File: config.mk
export PLATFORM = sky130hd
export DESIGN_NAME = gate_controller_flat
export DESIGN_NICKNAME = d
export VERILOG_FILES = /design/src/rtl/parking_pkg.sv /design/src/rtl/gate_controller_if.sv /design/src/rtl/rr_arb2.sv /design/src/rtl/gate_controller.sv /design/src/flat_wrapper.sv
export SDC_FILE = /design/constraint.sdc
export NUM_CORES = 1
export LEC_CHECK = 0
export CAP_MARGIN = 20
export CORE_MARGIN = 10
export CORE_UTILIZATION = 41
export CTS_CLUSTER_DIAMETER = 80
export DETAILED_ROUTE_END_ITERATION = 8
export PLACE_DENSITY = 0.8
export SLEW_MARGIN = 20
export SYNTH_ARGS = -nofsm -noshare
export SYNTH_HDL_FRONTEND = slang
export SYNTH_SLANG_ARGS = --single-unit
File: constraint.sdc
create_clock -name clk -period 2 [get_ports clk]
set_input_delay 0.5 -clock clk [delete_from_list [all_inputs] [get_ports clk]]
set_output_delay 0.5 -clock clk [all_outputs]
set_load 0.01 [all_outputs]
File: src/rtl/parking_pkg.sv
// Shared types and default sizing for the parking-lot barrier gate controller.
package parking_pkg;

    typedef enum logic [2:0] {
        IDLE      = 3'd0,
        GRANT_IN  = 3'd1,
        GRANT_OUT = 3'd2,
        OPEN      = 3'd3,
        CLOSE     = 3'd4
    } gate_state_t;

    localparam int DEF_CAPACITY = 3;
    localparam int DEF_OPEN_CYC = 4;
    localparam int DEF_CNT_W    = 4;
    // Wide enough for OPEN_CYC up to 15.
    localparam int TMR_W        = 4;

endpackage

File: src/rtl/gate_controller_if.sv
// Entry/exit sensor handshake bundle for the gate controller.
interface gate_controller_if;
    // Handshake: a sensor raises its req as a level and holds it until the
    // matching one-cycle gnt; it drops req the cycle after gnt. A req seen high
    // while the controller is idle is a new request. Ineligible reqs stay pending.
    logic enter_req;
    logic exit_req;
    logic enter_gnt;
    logic exit_gnt;

    modport master (output enter_req, output exit_req, input enter_gnt, input exit_gnt);
    modport slave  (input enter_req, input exit_req, output enter_gnt, output exit_gnt);
endinterface

File: src/rtl/rr_arb2.sv
// Two-input round-robin picker; a = entry, b = exit. Exit counts as last served
// out of reset so the entry side wins the first tie.
module rr_arb2 (
    input  logic clk,
    input  logic reset,
    input  logic req_a,
    input  logic req_b,
    input  logic update,
    output logic gnt_a,
    output logic gnt_b
);
    logic last_b;

    always_ff @(posedge clk or posedge reset) begin
        if (reset) begin
            last_b <= 1'b1;
        end else if (update) begin
            last_b <= gnt_b;
        end
    end

    assign gnt_a = req_a & (~req_b | last_b);
    assign gnt_b = req_b & (~req_a | ~last_b);
endmodule

File: src/rtl/gate_controller.sv
// Shared barrier gate sequencer with occupancy tracking. Define GATE_STATS_EN
// to build the hourly entry counter and its log write port.
module gate_controller
    import parking_pkg::*;
#(
    parameter int CAPACITY = DEF_CAPACITY,
    parameter int OPEN_CYC = DEF_OPEN_CYC,
    parameter int CNT_W    = DEF_CNT_W
) (
    input  logic               clk,
    input  logic               reset,
    gate_controller_if.slave   bus,
    input  logic               increaseTime,
    input  logic [2:0]         hours,
    input  logic               endDay,
    output logic               gate_open,
    output logic [CNT_W-1:0]   occupancy,
    output logic               full,
    output logic               empty,
    output logic               log_we,
    output logic [2:0]         log_addr,
    output logic [CNT_W-1:0]   log_data,
    output gate_state_t        state
);
    localparam logic [TMR_W-1:0] OPEN_LOAD = TMR_W'(OPEN_CYC - 2);

    logic [TMR_W-1:0] tmr;
    logic             idle;
    logic             pick_in;
    logic             pick_out;

    assign full  = (occupancy == CNT_W'(CAPACITY));
    assign empty = (occupancy == '0);
    assign idle  = (state == IDLE);

    rr_arb2 u_arb (
        .clk    (clk),
        .reset  (reset),
        .req_a  (idle & bus.enter_req & ~full  & ~endDay),
        .req_b  (idle & bus.exit_req  & ~empty & ~endDay),
        .update (pick_in | pick_out),
        .gnt_a  (pick_in),
        .gnt_b  (pick_out)
    );

    always_ff @(posedge clk or posedge reset) begin
        if (reset) begin
            state         <= IDLE;
            bus.enter_gnt <= 1'b0;
            bus.exit_gnt  <= 1'b0;
            gate_open     <= 1'b0;
            occupancy     <= '0;
            tmr           <= '0;
        end else begin
            case (state)
                IDLE: begin
                    if (pick_in) begin
                        state         <= GRANT_IN;
                        bus.enter_gnt <= 1'b1;
                        gate_open     <= 1'b1;
                        occupancy     <= occupancy + CNT_W'(1);
                    end else if (pick_out) begin
                        state         <= GRANT_OUT;
                        bus.exit_gnt  <= 1'b1;
                        gate_open     <= 1'b1;
                        occupancy     <= occupancy - CNT_W'(1);
                    end
                end
                GRANT_IN, GRANT_OUT: begin
                    bus.enter_gnt <= 1'b0;
                    bus.exit_gnt  <= 1'b0;
                    tmr           <= OPEN_LOAD;
                    state         <= OPEN;
                end
                // The grant cycle already counted as one open cycle.
                OPEN: begin
                    if (tmr == '0) begin
                        gate_open <= 1'b0;
                        state     <= CLOSE;
                    end else begin
                        tmr <= tmr - TMR_W'(1);
                    end
                end
                CLOSE: state <= IDLE;
                default: begin
                    state         <= IDLE;
                    bus.enter_gnt <= 1'b0;
                    bus.exit_gnt  <= 1'b0;
                    gate_open     <= 1'b0;
                end
            endcase
        end
    end

`ifdef GATE_STATS_EN
    logic [CNT_W-1:0] hour_cnt;

    // An entry granted on the pulse edge belongs to the new hour.
    always_ff @(posedge clk or posedge reset) begin
        if (reset) begin
            hour_cnt <= '0;
            log_we   <= 1'b0;
            log_addr <= '0;
            log_data <= '0;
        end else begin
            log_we <= increaseTime;
            if (increaseTime) begin
                log_addr <= hours;
                log_data <= hour_cnt;
                hour_cnt <= pick_in ? CNT_W'(1) : '0;
            end else if (pick_in && (hour_cnt != '1)) begin
                hour_cnt <= hour_cnt + CNT_W'(1);
            end
        end
    end
`else
    logic unused_stats;
    assign unused_stats = ^{increaseTime, hours};
    assign log_we   = 1'b0;
    assign log_addr = '0;
    assign log_data = '0;
`endif
endmodule

File: src/flat_wrapper.sv
// flat-port wrapper written by rule: the top's interface ports become plain ports
module gate_controller_flat import parking_pkg::*;
#(
    parameter int CAPACITY = DEF_CAPACITY,
    parameter int OPEN_CYC = DEF_OPEN_CYC,
    parameter int CNT_W    = DEF_CNT_W
)
  (clk, reset, increaseTime, hours, endDay, gate_open, occupancy, full, empty, log_we, log_addr, log_data, state, bus_enter_req, bus_exit_req, bus_enter_gnt, bus_exit_gnt);
  gate_controller_if bus_i ();
  input  logic clk;
  input  logic reset;
  input  logic increaseTime;
  input  logic [2:0] hours;
  input  logic endDay;
  output logic gate_open;
  output logic [CNT_W-1:0] occupancy;
  output logic full;
  output logic empty;
  output logic log_we;
  output logic [2:0] log_addr;
  output logic [CNT_W-1:0] log_data;
  output gate_state_t state;
  input wire logic [$bits(bus_i.enter_req)-1:0] bus_enter_req;
  input wire logic [$bits(bus_i.exit_req)-1:0] bus_exit_req;
  output wire logic [$bits(bus_i.enter_gnt)-1:0] bus_enter_gnt;
  output wire logic [$bits(bus_i.exit_gnt)-1:0] bus_exit_gnt;
  assign bus_i.enter_req = bus_enter_req;
  assign bus_i.exit_req = bus_exit_req;
  assign bus_enter_gnt = bus_i.enter_gnt;
  assign bus_exit_gnt = bus_i.exit_gnt;
  gate_controller #(.CAPACITY(CAPACITY), .OPEN_CYC(OPEN_CYC), .CNT_W(CNT_W)) u_core (.clk(clk), .reset(reset), .bus(bus_i), .increaseTime(increaseTime), .hours(hours), .endDay(endDay), .gate_open(gate_open), .occupancy(occupancy), .full(full), .empty(empty), .log_we(log_we), .log_addr(log_addr), .log_data(log_data), .state(state));
endmodule
# After elaboration in Yosys (flattened, before gate mapping)
# Cells that the tools add are included.
# W data, S select, Z words.
[totals]
regBits = 15
in_bits = 9
output_inout_bits = 20
wordCells = 70
[op_classes]
add_sub_neg = 3
n_eq_ne = 11
n_mux = 16
n_bitwise = 19
n_reduce_logical = 14
[op_table]
columns = ["op", "n"]
rows = [
  ["$mux W4", 3],
  ["$mux W3", 3],
  ["$pmux W3 S3", 1],
  ["$and A1 B1 Y1", 8],
  ["$logic_not A4 Y1", 2],
  ["$ne A2 B2 Y1 const B", 4],
  ["$not A1 Y1", 8],
  ["$pmux W4 S2", 1],
  ["$reduce_and A2 Y1", 4],
  ["$sub A4 B1 Y4 const B", 2],
  ["$eq A3 B2 Y1 const B", 2],
  ["$reduce_and A3 Y1", 2],
  ["$mux W1", 5],
  ["$add A4 B1 Y4 const B", 1],
  ["$eq A4 B2 Y1 const B", 1],
  ["$pmux W1 S2", 2],
  ["$reduce_bool A2 Y1", 2],
  ["$reduce_or A2 Y1", 2],
  ["$eq A3 B1 Y1 const B", 1],
  ["$eq A3 B3 Y1 const B", 1],
  ["$logic_not A3 Y1", 1],
  ["$ne A3 B3 Y1 const B", 1],
  ["$or A1 B1 Y1", 3],
  ["$pmux W1 S3", 1],
  ["other kinds (2)", 2],
]

# Longest topological paths before layout
# Gate-level depths: netlist of the first run.
[logic_depth]
depth_word = 10
depth_mapped = 8
depth_no_buf = 8

# Modules after synthesis
# From an unflattened synthesis of the first run, not the netlist that was laid out.
[hier_totals]
cells_unflattened = 88
area_unflattened_um2 = 900.9
[modules_own_cells]
columns = ["module", "n_inst", "cells_per_inst", "area_per_inst_um2", "seq_area_each_um2"]
rows = [
  ["gate_controller", 1, 82, 833.3, 350.3],
  ["rr_arb2", 1, 6, 67.6, 26.3],
]

# Least setup slack after synthesis of the first run
# No wires, ideal clock.
[synth_timing]
path_kind = "register to register"
from = "reg u_core.state[0]"
to = "reg u_core.occupancy[3]"
setup_ns = 0.080
arrival_ns = 2.109
required_time_ns = 1.920
slack_ns = -0.189
path_stages_with_launch = 9
n_path_buf = 0
synth_period_minus_slack_ns = 2.189
cell_sequence = "dfrtp_1 > nor4_4 > nand3_1 > o21bai_1 > ha_1 > a21oi_1 > a21oi_1 > a22oi_2 > xnor2_1"
[synth_via]
elab_chain_len = 9
elab_cells_between_ends = 16
classes_between = "1 x mux; 12 x bitwise; 3 x reduce/logical"
[synth_rtl]
columns = ["item", "line_no", "rtl"]
rows = [
  ["from (decl)", "gate_controller.sv:23", "output gate_state_t state"],
  ["from (signal assigned)", "gate_controller.sv:48", "state <= IDLE;"],
  ["from (signal assigned)", "gate_controller.sv:58", "state <= GRANT_IN;"],
  ["from (signal assigned)", "gate_controller.sv:63", "state <= GRANT_OUT;"],
  ["$logic_not A3 Y1 (*)", "gate_controller.sv:34, gate_controller.sv:55", ""],
  ["$and A1 B1 Y1, on equally long branches (3 in series)", "gate_controller.sv:39, gate_controller.sv:40", ""],
  ["$not A1 Y1, on equally long branches", "rr_arb2.sv:23, rr_arb2.sv:22", ""],
  ["$or A1 B1 Y1, on equally long branches", "rr_arb2.sv:23, rr_arb2.sv:22", ""],
  ["$and A1 B1 Y1, on equally long branches", "rr_arb2.sv:23, rr_arb2.sv:22", ""],
  ["$reduce_bool A2 Y1 (no line)", "-", ""],
  ["$reduce_and A2 Y1 (no line)", "-", ""],
  ["to (signal assigned)", "gate_controller.sv:61", "occupancy <= occupancy + CNT_W'(1);"],
  ["to (signal assigned)", "gate_controller.sv:66", "occupancy <= occupancy - CNT_W'(1);"],
  ["to (decl)", "gate_controller.sv:17", "output logic [CNT_W-1:0] occupancy,"],
]
# Every way passes the cells marked *; elsewhere a longest branch is shown, timed or not.
# A chain may end at the register's enable or synchronous reset.

# Worst setup path in the final report of the first run
# Ends and elaborated chain as after synthesis.

==> impl_metrics.yaml, run 1 <==
timing:
  fin_tns_setup_ns: -0.04433
  period_share: 1.020
  worst_pin_slew_ns: 0.5716
  finClkSkew_ns: 0.001312
  finalSetupViolations: 2
  hold_violations: 0
  setup_ws_ns: -0.04027
  rsz0062_at_grt: "yes"
  fmax_ghz: 0.4901
  final.min_clock_period_ns: 2.040
  slew_headroom: 0.6185
  slew_violations: 0
routing:
  wire_per_inst_microns: 14.83
  antenna_left: 0
  viasPerCell: 5.039
  drt_iter0_drc: 29
  dr_total_vias: 771
  routed_wl_mm: 2.269
  drc: 0
  drt_pre_antenna_iters: 4
power:
  ir_drop_v: 0.001075
  power_leakage_uw: 0.0006029
  finalPower_uw: 2031
  powerDensity_mw_per_mm2: 1510
clock_network:
  cts_max_level: 1
  cts_buffers: 3
  cts_hold_buffers: 0
  cts-root-buf: "clkbuf_4"
  cts_buffer_depth: 2
  clock-sinks: 15
  insertion_delay_ns: 0.29
  cts_tree: "built"
  path_clk_slew_ns: 0.10
synth:
  synthDistinctLibCells: 37
  avgSynthCellArea_sq_um: 10.52
  synthesis.area_sq_um: 935.9
  ys_seq_elements: 15
  syn-instance-count: 89
  yosysSeqAreaShare: 0.4024
  ys_warn_count: 0
critical_path:
  worstPathMaxFanout: 4
  critical_path_class: "flop to flop"
  setup.worst_path.start_class: "flop"
  end_kind: "flop"
  arrival_ns: 2.22
  cp_data_required_time_ns: 2.18
  reg2reg_depth: 8
floorplanning:
  io_pins: 29
  die_area_sq_mm: 0.004593
  initial_core_util: 0.4272
  die_y_microns: 67.78
  die_w_microns: 67.78
  num_rows: 17
  core_sq_mm: 0.002191
run:
  maxCapViolCount: 0
placed_design:
  place_area_sq_mm: 0.001239
  globalplace.congestion: 0.9712
  dp.cells: 145
  port_buffers: 16
  hpwl_mm: 1.746
run_status:
  violations: "negative setup slack"
  outcome: "complete, but fails checks"
global_route:
  grtUsageTotal: 0.1021
  grt_pass1_vias: 794
  overflow: 0
  antenna_found_initial: 0
  grt_pass1_wl_mm: 3.615
  grt_max_degree: 16
final_layout:
  final_common_cell: "buf_4"
  finalNonFillerCells: 153
  area_delta_synth_final_pct: 43.72
  n_antenna_cell: 0
  final_nets: 140
  drive_gt1_frac: 0.3280
  num-fill-cells: 192
  final_cell_mix: "18 x buf_4, 12 x clkdlybuf4s50_1, 11 x dfrtp_1"
  final_area_sq_mm: 0.001345
worst_hold_path:
  hp-class: "flop to flop"
  hold_depth: 2
-- report_power, final --
group | switching, uW | internal [uW] | total [uW]
sequential | 150 | 448 | 598
clock | 108 | 76.1 | 184
combinational | 594 | 655 | 1250
-- per-layer routing --
layer  GRT usage  part of all wire
met5           0                 0
met4     0.03266            0.0040
met3     0.04132             0.063
met2      0.2007              0.56
met1     0.09187              0.37
-- state kept, by name, summed over array words and instances (netlist names) --
name / flops
u_core.occupancy: 4
u_core.u_arb.last_b: 1
u_core.bus.enter_gnt: 1
u_core.bus.exit_gnt: 1
u_core.state: 3
u_core.gate_open: 1
u_core.tmr: 4
-- synthesized netlist by cell type, drive strengths merged --
master    n  area share
a21oi     4       0.025
xnor2     4       0.037
o211a     1       0.011
nor2b     1      0.0067
conb      1      0.0040
or3b      1      0.0094
mux2      2       0.028
nor3      1      0.0053
dfstp     1       0.028
and3b     1      0.0094
nor2      5       0.020
o221ai    1       0.028
nor4      2       0.029
a31oi     1      0.0067
inv       7       0.028
o41ai     1       0.017
or4       1      0.0080
dfrtp    14        0.37
ha        4       0.053
o21ai     2       0.011
buf       9       0.070
xor2      2       0.019
nand2     6       0.024
a222oi    1       0.011
a22oi     1       0.013
nand3     6       0.032
fa        1       0.021
o31ai     1      0.0080
o21bai    2       0.016
nand4bb   1       0.012
and3      2       0.013
o41a      1       0.012
a21o      1      0.0080
-- cell families after synthesis --
group / Yosys count / synth area share
simple gates: 27 / 0.1698
xor+xnor: 6 / 0.05615
fa+ha+maj: 5 / 0.07487
mux: 2 / 0.02807
compound gates: 17 / 0.1671
flops: 15 / 0.4024
buf+inv: 16 / 0.09760
other cells: 1 / 0.004007
-- path summary, 6_finish.rpt --
path | slack [ns] | to | from
setup / recovery | -0.04 | u_core.occupancy[3]$_DFFE_PP0P_ | u_core.state[0]$_DFFE_PP0P_
hold / removal | 0.53 | u_core.bus.exit_gnt$_DFFE_PP0P_ | u_core.bus.exit_gnt$_DFFE_PP0P_
setup reg to reg | -0.04 | u_core.occupancy[3]$_DFFE_PP0P_ | u_core.state[0]$_DFFE_PP0P_
hold reg to reg | 0.53 | u_core.bus.exit_gnt$_DFFE_PP0P_ | u_core.bus.exit_gnt$_DFFE_PP0P_
max in group asynchronous | 1.03 | u_core.occupancy[3]$_DFFE_PP0P_ | reset
min in group asynchronous | 0.56 | u_core.tmr[3]$_DFFE_PP0P_ | reset
-- area by class of cell --
cell class | count | area (sq um) | share of cell area
flip-flops and latches | 15 | 380.4 | 0.2828
inverters | 7 | 26.28 | 0.01953
multi-input cells | 65 | 579.3 | 0.4307
well taps | 28 | 35.03 | 0.02605
clock buffers | 3 | 22.52 | 0.01674
clock inverters | 1 | 7.507 | 0.005581
repair buffers | 34 | 294.0 | 0.2186
-- metrics by stage --
step             util  setup WS, ns  hold WS (ns)
2_1_floorplan       -      -0.07253        0.4007
3_3_place_gp   0.5654       -0.5851        0.4948
3_5_place_dp   0.5654       -0.6815        0.5134
4_1_cts        0.5911      -0.04994        0.5349
5_1_grt        0.6139       -0.1251        0.5616
6_report       0.6139      -0.04027        0.5280
-- critical path, stage by stage, from the launching register on --
cell and delay (ns):
dfrtp_1 0.43, nor4_4 0.32, nand3_1 0.14, o21bai_4 0.23, ha_4 0.29, a21oi_4 0.15
and3_4 0.20, a22oi_2 0.05, xnor2_1 0.13
-- what timing repair did --
action / 4_1_cts / 5_1_grt
resized for setup: 8 / 5
pin swaps: 2 / 4
setup buffers: 2 / 2
hold endpoints to repair: 0 / 0
endpoints found under the setup margin: 7 / 3
Power figures use the tool's default switching activity.
==> run 2: changes to the inputs <==
==> constraint.sdc (replaced) <==
create_clock -name clk -period 2 [get_ports clk]
set_input_delay 0.6 -clock clk [delete_from_list [all_inputs] [get_ports clk]]
set_output_delay 0.6 -clock clk [all_outputs]
set_load 0.01 [all_outputs]
==> run 2 against run 1 <==
  * The run still ends with negative setup slack left
  * Clock skew up 0.00065 ns
  * Core utilization up 2.2 points
  * Sequential power down 4.8%
  * Clock-buffer cell count up 1
  * Clock power down 7%
  * Register-to-register slack about the same
  * Critical endpoint is now u_core.occupancy[1]$_DFFE_PP0P_
  * Largest power group unchanged
==> impl_metrics.yaml, run 2 (synthesis results as in run 1) <==
worst_hold_path:
  hold_start: "u_core.tmr[0]$_DFFE_PP0P_"
  hp-class: "flop to flop"
power:
  pwr-share-comb: 0.639
  p_seq_frac: 0.278
  power_frac_clock: 0.084
  netSwitchingFraction: 0.4067
  netSwitchingPower_uw: 834.5
  power_leakage_uw: 0.0006942
  powerDensity_mw_per_mm2: 1472
  intPower_uw: 1217
  ir_drop_v: 0.0008017
final_layout:
  finalNonFillerCells: 160
  drive_gt1_frac: 0.3636
  final_area_sq_mm: 0.001394
  register_area_sq_um: 380.4
  top_regs: "u_core.occupancy: 4 flops, u_core.tmr: 4 flops, u_core.state: 3 flops"
  n_antenna_cell: 0
  num-fill-cells: 180
  multiInputGateArea_sq_um: 570.5
  area_delta_synth_final_pct: 48.93
  final_cell_mix: "24 x buf_4, 11 x dfrtp_1, 8 x conb_1"
  utilization: 0.6362
  final_nets: 147
  final_common_cell: "buf_4"
timing:
  finalSetupViolations: 2
  hold_violations: 0
  finClkSkew_ns: 0.001966
  rsz0062_at_grt: "yes"
  period_share: 1.045
  slew_violations: 0
  fmax_ghz: 0.4786
  setup_ws_ns: -0.08958
  final.min_clock_period_ns: 2.090
  slew_headroom: 0.6105
  worst_pin_slew_ns: 0.5836
  fin_tns_setup_ns: -0.1595
global_route:
  grt_pass1_vias: 837
  grt_max_degree: 16
  grt_use_met1: 0.09420
  overflow: 0
  grtUsageTotal: 0.09886
  grtUsageMet2: 0.1995
  use_met3: 0.02975
  grt_pass1_wl_mm: 3.650
  gr-max-usage-layer: "met2"
  antenna_found_initial: 0
critical_path:
  critPathLaunch: "bus_enter_req"
  cp_data_required_time_ns: 2.17
  arrival_ns: 2.26
  worstPathMaxFanout: 4
  reg2reg_from: "u_core.state[2]$_DFFE_PP0P_"
  setup.worst_path.start_class: "primary input"
  end_kind: "flop"
  critical_path_class: "primary input to flop"
routing:
  dr_total_vias: 782
  drc: 0
  drt_iter0_drc: 19
  viasPerCell: 4.888
  routed_wl_mm: 2.289
  wire_per_inst_microns: 14.31
  drt_pre_antenna_iters: 4
  antenna_left: 0
placed_design:
  place_ws_ns: -0.7292
  hpwl_mm: 1.788
  dp.cells: 147
  port_buffers: 16
  globalplace.congestion: 0.8479
  place_area_sq_mm: 0.001236
floorplanning:
  num_rows: 17
  die_w_microns: 67.78
  initial_core_util: 0.4272
  die_y_microns: 67.78
  io_pins: 29
  core_sq_mm: 0.002191
  die_area_sq_mm: 0.004593
clock_network:
  cts_buffer_depth: 2
  cts-root-buf: "clkbuf_4"
  insertion_delay_ns: 0.27
  cts_max_level: 1
  cts_buffers: 3
  path_clk_slew_ns: 0.09
  cts_hold_buffers: 0
  cts_tree: "built"
  clock-sinks: 15
run_status:
  violations: "negative setup slack"
  outcome: "complete, but fails checks"
run:
  maxCapViolCount: 0
[run 2: path summary, 6_finish.rpt]
path / slack, ns / to / cells past startpoint
worst min-delay path: 0.51 / u_core.tmr[0]$_DFFE_PP0P_ / 1
max in group asynchronous: 0.90 / u_core.occupancy[3]$_DFFE_PP0P_ / 2
min in group asynchronous: 0.68 / u_core.occupancy[2]$_DFFE_PP0P_ / 2
worst max register to register: -0.03 / u_core.occupancy[1]$_DFFE_PP0P_ / 6
worst max-delay path: -0.09 / u_core.occupancy[1]$_DFFE_PP0P_ / 6
worst min register to register: 0.51 / u_core.tmr[0]$_DFFE_PP0P_ / 1
[run 2: metal layers]
layer / up-vias / part of all wire
met3: 2 / 0.058
met2: 14 / 0.56
met1: 382 / 0.38
met5: - / 0
met4: 0 / 0.0061
li1: 384 / -
[run 2: stage by stage]
stage / power [uW] / hold WS, ns
after floorplan: 1218 / 0.4727
after detailed placement: 1701 / 0.4936
after global placement: 1637 / 0.4920
final: 2052 / 0.5131
after global routing: 2212 / 0.5419
after CTS: 2026 / 0.5154
[run 2: final cells by class]
| type | count | share of cell area |
|---|---|---|
| Clock buffer | 4 | 0.01885 |
| Sequential cell | 15 | 0.2729 |
| Tap cell | 28 | 0.02513 |
| Multi-Input combinational cell | 65 | 0.4093 |
| Inverter | 7 | 0.01885 |
| Timing Repair Buffer | 41 | 0.2549 |
[run 2: what timing repair did]
action	4_1_cts	5_1_grt
pin swaps	2	4
setup endpoints to repair	9	8
cloned	0	0
buffers inserted	7	2
resized for setup	15	13
[run 2: critical path: stages]
cell and delay, ns:
clkdlybuf4s50_1 0.48, nand3_1 0.10, o21bai_4 0.23, buf_6 0.14, fa_1 0.42, mux2_4 0.27
[run 2: power groups by stage]
stage | logic (uW) | registers [uW] | clock network, uW
after floorplan | 558 | 660 | 0
after global placement | 1050 | 582 | 0
after detailed placement | 1110 | 594 | 0
after CTS | 1270 | 575 | 179
after global routing | 1430 | 585 | 191
final | 1310 | 569 | 172
